===== config.mk =====
export PLATFORM = sky130hd
export DESIGN_NAME = port_serializer
export DESIGN_NICKNAME = d
export VERILOG_FILES = /design/src/rtl/port_serializer.sv
export SDC_FILE = /design/constraint.sdc
export NUM_CORES = 1
export LEC_CHECK = 0
export BUFFER_PORTS_ARGS = -buffer_cell sky130_fd_sc_hd__clkbuf_2
export CELL_PAD_IN_SITES_DETAIL_PLACEMENT = 1
export CELL_PAD_IN_SITES_GLOBAL_PLACEMENT = 1
export CORE_AREA = 2 2 79 81
export DETAILED_ROUTE_END_ITERATION = 8
export DIE_AREA = 0 0 81 83
export GPL_ROUTABILITY_DRIVEN = 0
export PLACE_DENSITY = 0.75
export SLEW_MARGIN = 25
export SYNTH_ARGS = -nofsm -noshare
export SYNTH_HDL_FRONTEND = slang
export SYNTH_SLANG_ARGS = --single-unit

===== constraint.sdc =====
create_clock -name clock -period 1.92 [get_ports clock]
set_input_delay 0.384 -clock clock [delete_from_list [all_inputs] [get_ports clock]]
set_output_delay 0.384 -clock clock [all_outputs]
set_load 0.05 [all_outputs]

===== src/rtl/port_serializer.sv =====
// Show-ahead FIFO to serial-frame converter: pops one word, shifts it out LSB first
// with active-low frame/valid strobes, then holds off for a fixed idle gap.
module port_serializer #(
    parameter int unsigned PAYLOAD_W  = 32,
    parameter int unsigned GAP_CYCLES = 1
) (
    input  logic                 clock,
    input  logic                 reset_n,
    input  logic [PAYLOAD_W-1:0] payload,
    input  logic                 rdy,
    output logic                 pop,
    output logic                 frameo_n,
    output logic                 valido_n,
    output logic                 dout,
    output logic                 busy
);

    localparam int unsigned     CntW      = (PAYLOAD_W > 1) ? $clog2(PAYLOAD_W) : 1;
    localparam logic [CntW-1:0] LastBit   = CntW'(PAYLOAD_W - 1);
    localparam logic [CntW-1:0] PenultBit = CntW'(PAYLOAD_W - 2);
    localparam logic [3:0]      LastGap   = 4'(GAP_CYCLES - 1);

    typedef enum logic [1:0] {StIdle, StSend, StGap} state_e;

    state_e                 state_q, state_d;
    logic [PAYLOAD_W-1:0]   sr_q, sr_d;
    logic [CntW-1:0]        bit_cnt_q, bit_cnt_d;
    logic [3:0]             gap_cnt_q, gap_cnt_d;
    logic                   dout_q, dout_d;
    logic                   frameo_n_q, frameo_n_d;
    logic                   valido_n_q, valido_n_d;
    logic                   busy_q, busy_d;
    logic                   take;

    // Serial outputs are computed one cycle ahead and registered, so the
    // cycle after the pop already carries bit 0.
    always_comb begin
        state_d    = state_q;
        sr_d       = sr_q;
        bit_cnt_d  = bit_cnt_q;
        gap_cnt_d  = gap_cnt_q;
        dout_d     = 1'b0;
        frameo_n_d = 1'b1;
        valido_n_d = 1'b1;
        take       = 1'b0;

        unique case (state_q)
            StIdle: begin
                if (rdy) begin
                    take       = 1'b1;
                    sr_d       = payload;
                    bit_cnt_d  = '0;
                    state_d    = StSend;
                    dout_d     = payload[0];
                    valido_n_d = 1'b0;
                    frameo_n_d = 1'b0;
                end
            end
            StSend: begin
                if (bit_cnt_q == LastBit) begin
                    state_d   = StGap;
                    gap_cnt_d = '0;
                end else begin
                    bit_cnt_d  = bit_cnt_q + 1'b1;
                    sr_d       = sr_q >> 1;
                    dout_d     = sr_q[1];
                    valido_n_d = 1'b0;
                    frameo_n_d = (bit_cnt_q == PenultBit);
                end
            end
            StGap: begin
                if (gap_cnt_q == LastGap) begin
                    state_d = StIdle;
                end else begin
                    gap_cnt_d = gap_cnt_q + 1'b1;
                end
            end
            default: state_d = StIdle;
        endcase

        busy_d = (state_d != StIdle);
    end

    // Gated by reset so no dequeue can leak out while the block is held in reset.
    assign pop = take & reset_n;

    always_ff @(posedge clock or negedge reset_n) begin
        if (!reset_n) begin
            state_q    <= StIdle;
            sr_q       <= '0;
            bit_cnt_q  <= '0;
            gap_cnt_q  <= '0;
            dout_q     <= 1'b0;
            frameo_n_q <= 1'b1;
            valido_n_q <= 1'b1;
            busy_q     <= 1'b0;
        end else begin
            state_q    <= state_d;
            sr_q       <= sr_d;
            bit_cnt_q  <= bit_cnt_d;
            gap_cnt_q  <= gap_cnt_d;
            dout_q     <= dout_d;
            frameo_n_q <= frameo_n_d;
            valido_n_q <= valido_n_d;
            busy_q     <= busy_d;
        end
    end

    assign dout     = dout_q;
    assign frameo_n = frameo_n_q;
    assign valido_n = valido_n_q;
    assign busy     = busy_q;

endmodule


==> implementation parameters, run 1 <==
Parameter                              Value

Clock network
  Buffers from clock root to sink, at most ... 2
  Number of H-tree branching levels ... 2
  Latest clock arrival within the worst-skew pair ... 0.30 ns
  CTS tree ... built
  Buffer cell driving the clock tree root ... clkbuf_8
  Number of sinks handled by clock tree synthesis ... 46
  Number of buffers created by CTS ... 5
  Clock-pin transition on the worst setup and hold timing paths ... 0.08 ns

Finish
  Number of antenna repair diodes ... 0
  Layout overhead on the synthesized area ... 25.6%
  Net count reported at finish ... approximately 290
  Fraction of final layout cells sized beyond drive strength 1 ... 0.300
  Core Util, Final ... 0.479
  Total non-filler cell area in the finished layout ... 0.00279 mm2
  Post-route non-filler standard cell count ... 328

Setup path
  CP max FO ... 12
  Cell with the largest stage delay on the worst path ... dfrtp_2
  Crit-path max cell delay ... roughly 0.52 ns
  Required arrival time at the worst endpoint ... approximately 1.5 ns
  Series of cell instances along the critical path ... nor3b_4 -> and2_2 -> buf_12
  Startpoint-to-endpoint class of the critical path ... reg -> out
  Crit-path leading delay family ... flip-flops
  Data arrival time of the critical path ... around 1.4 ns
  Buffers & Inverters on Critical Path ... 1
  Nature of the critical path endpoint ... output port
  Sort of element at the start of the critical path ... flip-flop

Detailed routing
  Via density per instance ... 5.26
  Count of routing violations after the opening detailed-route iteration ... 33
  Pre-antenna DRT Iters ... 4
  Vias after detailed routing ... 1726
  Antenna Violating Nets Remaining ... 0
  Routed WL ... 5.35 mm
  Count of unresolved DRC violations after routing ... 0
  Wire per inst ... 16.3 um

Placed design
  Cell total after placement ... 315
  HPWL after detailed placement ... 3.52 mm
  Area post-placement ... 0.00257 mm2
  Placement-stage worst setup slack ... -0.0328 ns
  Port Buffer Count ... 39

STA
  Setup repair after global routing missed its margin ... false
  Crit path setup slack, layout ... 0.119 ns
  Number of failing setup endpoints in the final timing report ... 0
  Total count of max-transition violations in the final report ... 0
  Clock skew ... 0.00877 ns
  Relative max-transition margin ... 0.614
  Total Neg Setup Slack ... 0 ns
  Final worst-path cycle share ... 0.938
  Min Tclk post-route ... 1.80 ns
  Hold Fails Final Rpt ... 0
  Worst-Margin Slew ... 0.578 ns
  Worst hold slack ... ~0.17 ns
  Fmax ... about 560 MHz

Yosys
  Synthesized area ... roughly 0.0022 mm2
  Post-Syn Instances ... a little over 200
  Number of storage elements in the synthesis netlist ... 46
  Cell variety after synth ... 34
  Number of enable flip-flop cells after synthesis ... 0
  Warning count from the yosys run ... 0
  Sequential element share of the synthesized area ... 0.520
  Leading post-synthesis cells by cell area ... dfrtp_1 (50%), mux2i_1 (14%), a21oi_1 (7.2%), nor3_1 (7.0%), ha_1 (2.8%)
  Dominant register cell in the synthesized netlist ... dfrtp_1
  Share of the synthesized area in the top cell type ... 0.497
  Share of flip-flops with an asynchronous set or reset ... 1.00
  Cell taking the most area after synthesis ... dfrtp_1
  Syn nets ... roughly 250
  Average size of a mapped cell ... 10.8 um2

Run
  Max Cap Violations ... 0

Run status
  Status ... finished, final reports clean

Global route
  Number of global-route vias before repair ... about 1800
  Maximum number of pins on one net before global-route repair ... 47
  Tot GR Track Use ... 0.166
  GR Overflow Total ... 0
  Antenna violations before repair ... 0
  First-pass GRT wire length ... 8.79 mm

Power
  Total power ... 3.99 mW
  Leakage ... between 1 and 1.5 nW
  Cell Pwr Density ... roughly 1400 mW/mm2
  Max VDD drop ... 0.000765 V

Floorplan
  Initial Util ... 0.381
  Core region area ... about 0.0058 mm2
  Die W ... ~81 um
  Boundary Pins ... 40
  Number of placement rows ... 28
  Floorplan die area ... 0.00672 mm2
  Die span in y ... 83 um

Hold path
  Type of the tightest min-delay check ... in -> async
[final timing paths]
check                              from            to  slack, ns  depth (start not counted)
max                          state_q[1]           pop       0.12                          3
min                             reset_n  gap_cnt_q[3]       0.17                          2
min reg2reg                    sr_q[31]      sr_q[31]       0.52                          1
min in group clock           payload[0]          dout       0.31                          2
max in group asynchronous       reset_n    state_q[1]       1.32                          2
max reg2reg                bit_cnt_q[0]      sr_q[14]       0.12                          9
[cells in the final DEF, fill, tap and decap left out, types with 2 or more instances in the layout]
master	count
a21oi_1	32
a22o_1	4
buf_12	3
buf_4	10
buf_6	4
clkbuf_2	38
clkbuf_8	6
dfrtp_1	42
dfrtp_2	2
dfstp_2	2
ha_1	3
inv_1	6
mux2i_1	32
nand2_1	4
nand2b_1	2
nand3b_1	2
nand4_1	2
nor3_1	31
nor3b_4	2
o21ai_0	2
o31ai_1	2
[layout make-up]
type / instances / area (um2)
Clock buffer: 7 / 86.3
Clock inverter: 1 / 30.0
Fill cell: 688 / 3030
Inverter: 7 / 26.3
Multi-Input combinational cell: 136 / 997
Sequential cell: 46 / 1160
Tap cell: 75 / 93.8
Timing Repair Buffer: 56 / 395
[layer usage]
| layer | GRT usage | share of wire |
|---|---|---|
| met3 | 0.0435 | 0.041 |
| met5 | 0 | 0 |
| met4 | 0.0447 | 0.010 |
| met2 | 0.265 | 0.50 |
| met1 | 0.221 | 0.45 |
[worst reg2reg max path: cells and delay by family, from the launching register on]
family | cells | cell delay, ns
buf+inv | 3 | 0.40
flops | 1 | 0.39
compound gates | 1 | 0.12
simple gates | 3 | 0.44
fa+ha+maj | 2 | 0.36
[cell families after synthesis]
family / Yosys count / synth area share
and+or+nand+nor: 54 / 0.142
DFF: 46 / 0.520
AOI/OAI and AO/OA: 44 / 0.114
muxes: 32 / 0.144
buffers and inverters: 23 / 0.0468
adders and majority gates: 5 / 0.0282
xor gates and xnor gates: 1 / 0.00395
[sequential cells by signal, summed over array words and instances, names as in the netlist]
register   count
bit_cnt_q      5
valido_n       1
busy           1
dout           1
gap_cnt_q      4
sr_q          31
frameo_n       1
state_q        2
[power by group]
| group | switching [mW] | total [mW] | leakage, nW | internal, mW |
|---|---|---|---|---|
| clock | 0.327 | 0.752 | 0.0585 | 0.425 |
| sequential | 0.265 | 1.65 | 0.530 | 1.39 |
| combinational | 0.818 | 1.58 | 0.790 | 0.765 |
[cells in the mapped netlist (2+ instances only)]
cell	n
inv_1	6
buf_4	3
dfrtp_1	44
nor2b_1	2
o21ai_0	2
nand4_1	2
a22o_1	4
clkbuf_1	8
a21oi_1	32
o31ai_1	2
nand3b_1	2
ha_1	5
nor3_1	31
nand2_1	4
and3_1	2
mux2i_1	32
nand2b_1	2
buf_2	5
dfstp_2	2
[repair_timing]
action / 4_1_cts / 5_1_grt
cloned: 0 / 1
resized for setup: 6 / 5
pin swaps: 1 / 3
setup endpoints to repair: 35 / 36
buffers inserted: 1 / 3
hold buffers: 0 / 0
Power figures use the tool's default switching activity.
==> run 2: changes to the inputs <==
==> constraint.sdc (replaced) <==
create_clock -name clock -period 1.92 [get_ports clock]
set_input_delay 0.384 -clock clock [delete_from_list [all_inputs] [get_ports clock]]
set_output_delay 0.384 -clock clock [all_outputs]
set_load 0.01 [all_outputs]
==> implementation parameters, run 2 (synthesis gave the netlist of run 1 again) <==
Parameter                              Value

Run status
  Status ... finished, final reports clean (unchanged)

STA
  Worst-Margin Slew ... 0.605 ns (was 0.578 ns)
  Fmax ... 550 MHz (was 555 MHz)
  Hold Fails Final Rpt ... 0 (unchanged)
  Clock skew ... 0.0101 ns (was 0.00877 ns)
  Relative max-transition margin ... 0.597 (was 0.614)
  Total count of max-transition violations in the final report ... 0 (unchanged)
  Final worst-path cycle share ... 0.946 (was 0.938)
  Total Neg Setup Slack ... 0 ns (unchanged)
  Min Tclk post-route ... 1.82 ns (was 1.80 ns)
  Crit path setup slack, layout ... 0.103 ns (was 0.119 ns)
  Number of failing setup endpoints in the final timing report ... 0 (unchanged)

Placed design
  Port Buffer Count ... 39 (unchanged)
  HPWL after detailed placement ... 3.51 mm (was 3.52 mm)
  Placement-stage worst setup slack ... -0.0439 ns (was -0.0328 ns)

Power
  Proportion of total power due to net switching ... 0.337 (was 0.354)
  Cell Pwr Density ... 1390 mW/mm2 (was 1430 mW/mm2)
  Leakage ... 1.36 nW (was 1.38 nW)
  Switching component of the power ... 1.27 mW (was 1.41 mW)
  Clock network fraction of design power ... 0.195 (was 0.189)
  Max VDD drop ... 0.000601 V (was 0.000765 V)
  Combinational share of power ... 0.373 (was 0.397)
  Seq pwr share ... 0.433 (was 0.414)
  Cell internal pwr ... 2.50 mW (was 2.58 mW)
  Total power ... 3.78 mW (was 3.99 mW)

Setup path
  Sort of element at the start of the critical path ... flip-flop (unchanged)
  Nature of the critical path endpoint ... flip-flop (was output port)
  Crit-path leading delay family ... simple AND/OR/NAND/NOR gates (was flip-flops)
  Cell with the largest stage delay on the worst path ... dfrtp_1 (was dfrtp_2)
  Crit-path max cell delay ... 0.41 ns (was 0.52 ns)
  Required arrival time at the worst endpoint ... 2.13 ns (was 1.54 ns)
  CP max FO ... 19 (was 12)
  Data arrival time of the critical path ... 2.03 ns (was 1.42 ns)
  Series of cell instances along the critical path ... ha_1 -> and3_1 -> ha_2 -> nor3b_4 -> buf_6 -> buf_12 -> nor3_1 -> a21oi_1 (was nor3b_4 -> and2_2 -> buf_12)
  Buffers & Inverters on Critical Path ... 2 (was 1)
  Startpoint-to-endpoint class of the critical path ... reg -> reg (was reg -> out)

Detailed routing
  Wire per inst ... 16.2 um (was 16.3 um)
  Count of unresolved DRC violations after routing ... 0 (unchanged)
  Count of routing violations after the opening detailed-route iteration ... 95 (was 33)
  Max layer used ... met4 (unchanged)
  Total met2 wirelength after detailed routing ... 2.56 mm (was 2.65 mm)
  Vias after detailed routing ... 1729 (was 1726)
  Metal1 wirelength ... 2.41 mm (was 2.42 mm)
  Routed WL ... 5.25 mm (was 5.35 mm)
  Via density per instance ... 5.32 (was 5.26)
  Pre-antenna DRT Iters ... 4 (unchanged)
  Antenna Violating Nets Remaining ... 0 (unchanged)
  Met3 wirelength from detailed routing ... 206 um (was 219 um)

Clock network
  Buffer cell driving the clock tree root ... clkbuf_8 (unchanged)
  CTS tree ... built (unchanged)
  Clock-pin transition on the worst setup and hold timing paths ... 0.08 ns (about the same)
  Number of H-tree branching levels ... 2 (unchanged)
  Latest clock arrival within the worst-skew pair ... 0.30 ns (about the same)
  Number of buffers created by CTS ... 5 (unchanged)
  Buffers from clock root to sink, at most ... 2 (unchanged)
  Number of sinks handled by clock tree synthesis ... 46 (unchanged)

Floorplan
  Boundary Pins ... 40 (unchanged)
  Die span in y ... 83 um (unchanged)
  Initial Util ... 0.381 (unchanged)
  Die W ... 81 um (unchanged)
  Floorplan die area ... 0.00672 mm2 (unchanged)
  Number of placement rows ... 28 (unchanged)
  Core region area ... 0.00582 mm2 (unchanged)

Global route
  First-pass GRT wire length ... 8.82 mm (was 8.79 mm)
  GR Overflow Total ... 0 (unchanged)
  Antenna violations before repair ... 0 (unchanged)
  Number of global-route vias before repair ... 1803 (was 1841)
  Tot GR Track Use ... 0.168 (was 0.166)
  Maximum number of pins on one net before global-route repair ... 47 (unchanged)

Finish
  Layout overhead on the synthesized area ... 22.2% (was 25.6%)
  Max reg flops ... 31 (unchanged)
  Net count reported at finish ... 290 (was 292)
  Top library cells by usage in the layout, fill and taps aside ... dfrtp_1 (44), clkbuf_2 (39), a21oi_1 (32), mux2i_1 (32), nor3_1 (31) (was dfrtp_1 (42), clkbuf_2 (38), a21oi_1 (32), mux2i_1 (32), nor3_1 (31))
  Most flop-heavy register ... sr_q (unchanged)
  Number of antenna repair diodes ... 0 (unchanged)
  Most frequent standard cell in the layout excluding fill and tap cells ... dfrtp_1 (unchanged)
  Fraction of final layout cells sized beyond drive strength 1 ... 0.276 (was 0.300)
  Regs by FF count ... sr_q x31, bit_cnt_q x5, gap_cnt_q x4 (unchanged)

Hold path
  Type of the tightest min-delay check ... in -> async (unchanged)

Run
  Max Cap Violations ... 0 (unchanged)
run 2: cell count changes in the layout (fill, tap and decap cells not counted):
cell,delta
dfrtp_2,-2
ha_1,+1
clkbuf_16,-1
and3_1,+1
buf_6,-1
buf_12,-1
and2_1,+1
clkbuf_1,-1
ha_4,-1
clkbuf_2,+1
dfrtp_1,+2
and3_4,-1
and2_2,-1
run 2: power groups by stage:
| stage | Sequential (mW) | Clock, mW | Combinational (mW) |
|---|---|---|---|
| after global routing | 1.69 | 0.790 | 1.57 |
| final | 1.63 | 0.734 | 1.41 |
| after floorplan | 1.59 | 0 | 0.986 |
| after global placement | 1.64 | 0 | 1.31 |
| after detailed placement | 1.66 | 0 | 1.37 |
| after CTS | 1.64 | 0.764 | 1.41 |
run 2: final cells by class:
| class | count | area [um2] |
|---|---|---|
| Multi-Input combinational cell | 136 | 978 |
| Clock inverter | 1 | 30.0 |
| Tap cell | 75 | 93.8 |
| Fill cell | 692 | 3110 |
| Sequential cell | 46 | 1150 |
| Timing Repair Buffer | 54 | 344 |
| Clock buffer | 6 | 82.6 |
| Inverter | 7 | 26.3 |
run 2: timing repair:
item / in CTS / in global routing
pin swaps: 1 / 0
gates resized for setup: 2 / 3
setup buffers: 3 / 0
setup endpoints to repair: 15 / 33
hold buffers: 0 / 0
run 2: final timing paths:
kind / startpoint / endpoint / slack (ns) / depth (start not counted)
worst max-delay path: bit_cnt_q[0] / sr_q[7] / 0.10 / 8
worst min-delay path: reset_n / gap_cnt_q[2] / 0.20 / 2
worst max register to register: bit_cnt_q[0] / sr_q[7] / 0.10 / 8
worst min register to register: gap_cnt_q[2] / gap_cnt_q[2] / 0.52 / 1
max in group asynchronous: reset_n / sr_q[27] / 1.31 / 2
min in group clock: payload[0] / dout / 0.33 / 2
run 2: metrics by stage:
| stage | utilization | area, um2 | instances | hold WS [ns] |
|---|---|---|---|---|
| 6_report | 0.466 | 2710 | 325 | 0.203 |
| 5_1_grt | 0.466 | 2710 | 325 | 0.250 |
| 4_1_cts | 0.464 | 2700 | 325 | 0.219 |
| 3_5_place_dp | 0.440 | 2560 | 315 | 0.507 |
| 3_3_place_gp | 0.440 | 2560 | 315 | 0.495 |
| 2_1_floorplan | - | 2220 | 205 | 0.0884 |
run 2: per-layer routing:
metal / vias up / GRT usage
li1: 830 / -
met1: 862 / 0.231
met2: 31 / 0.266
met3: 6 / 0.0391
met4: 0 / 0.0462
met5: - / 0
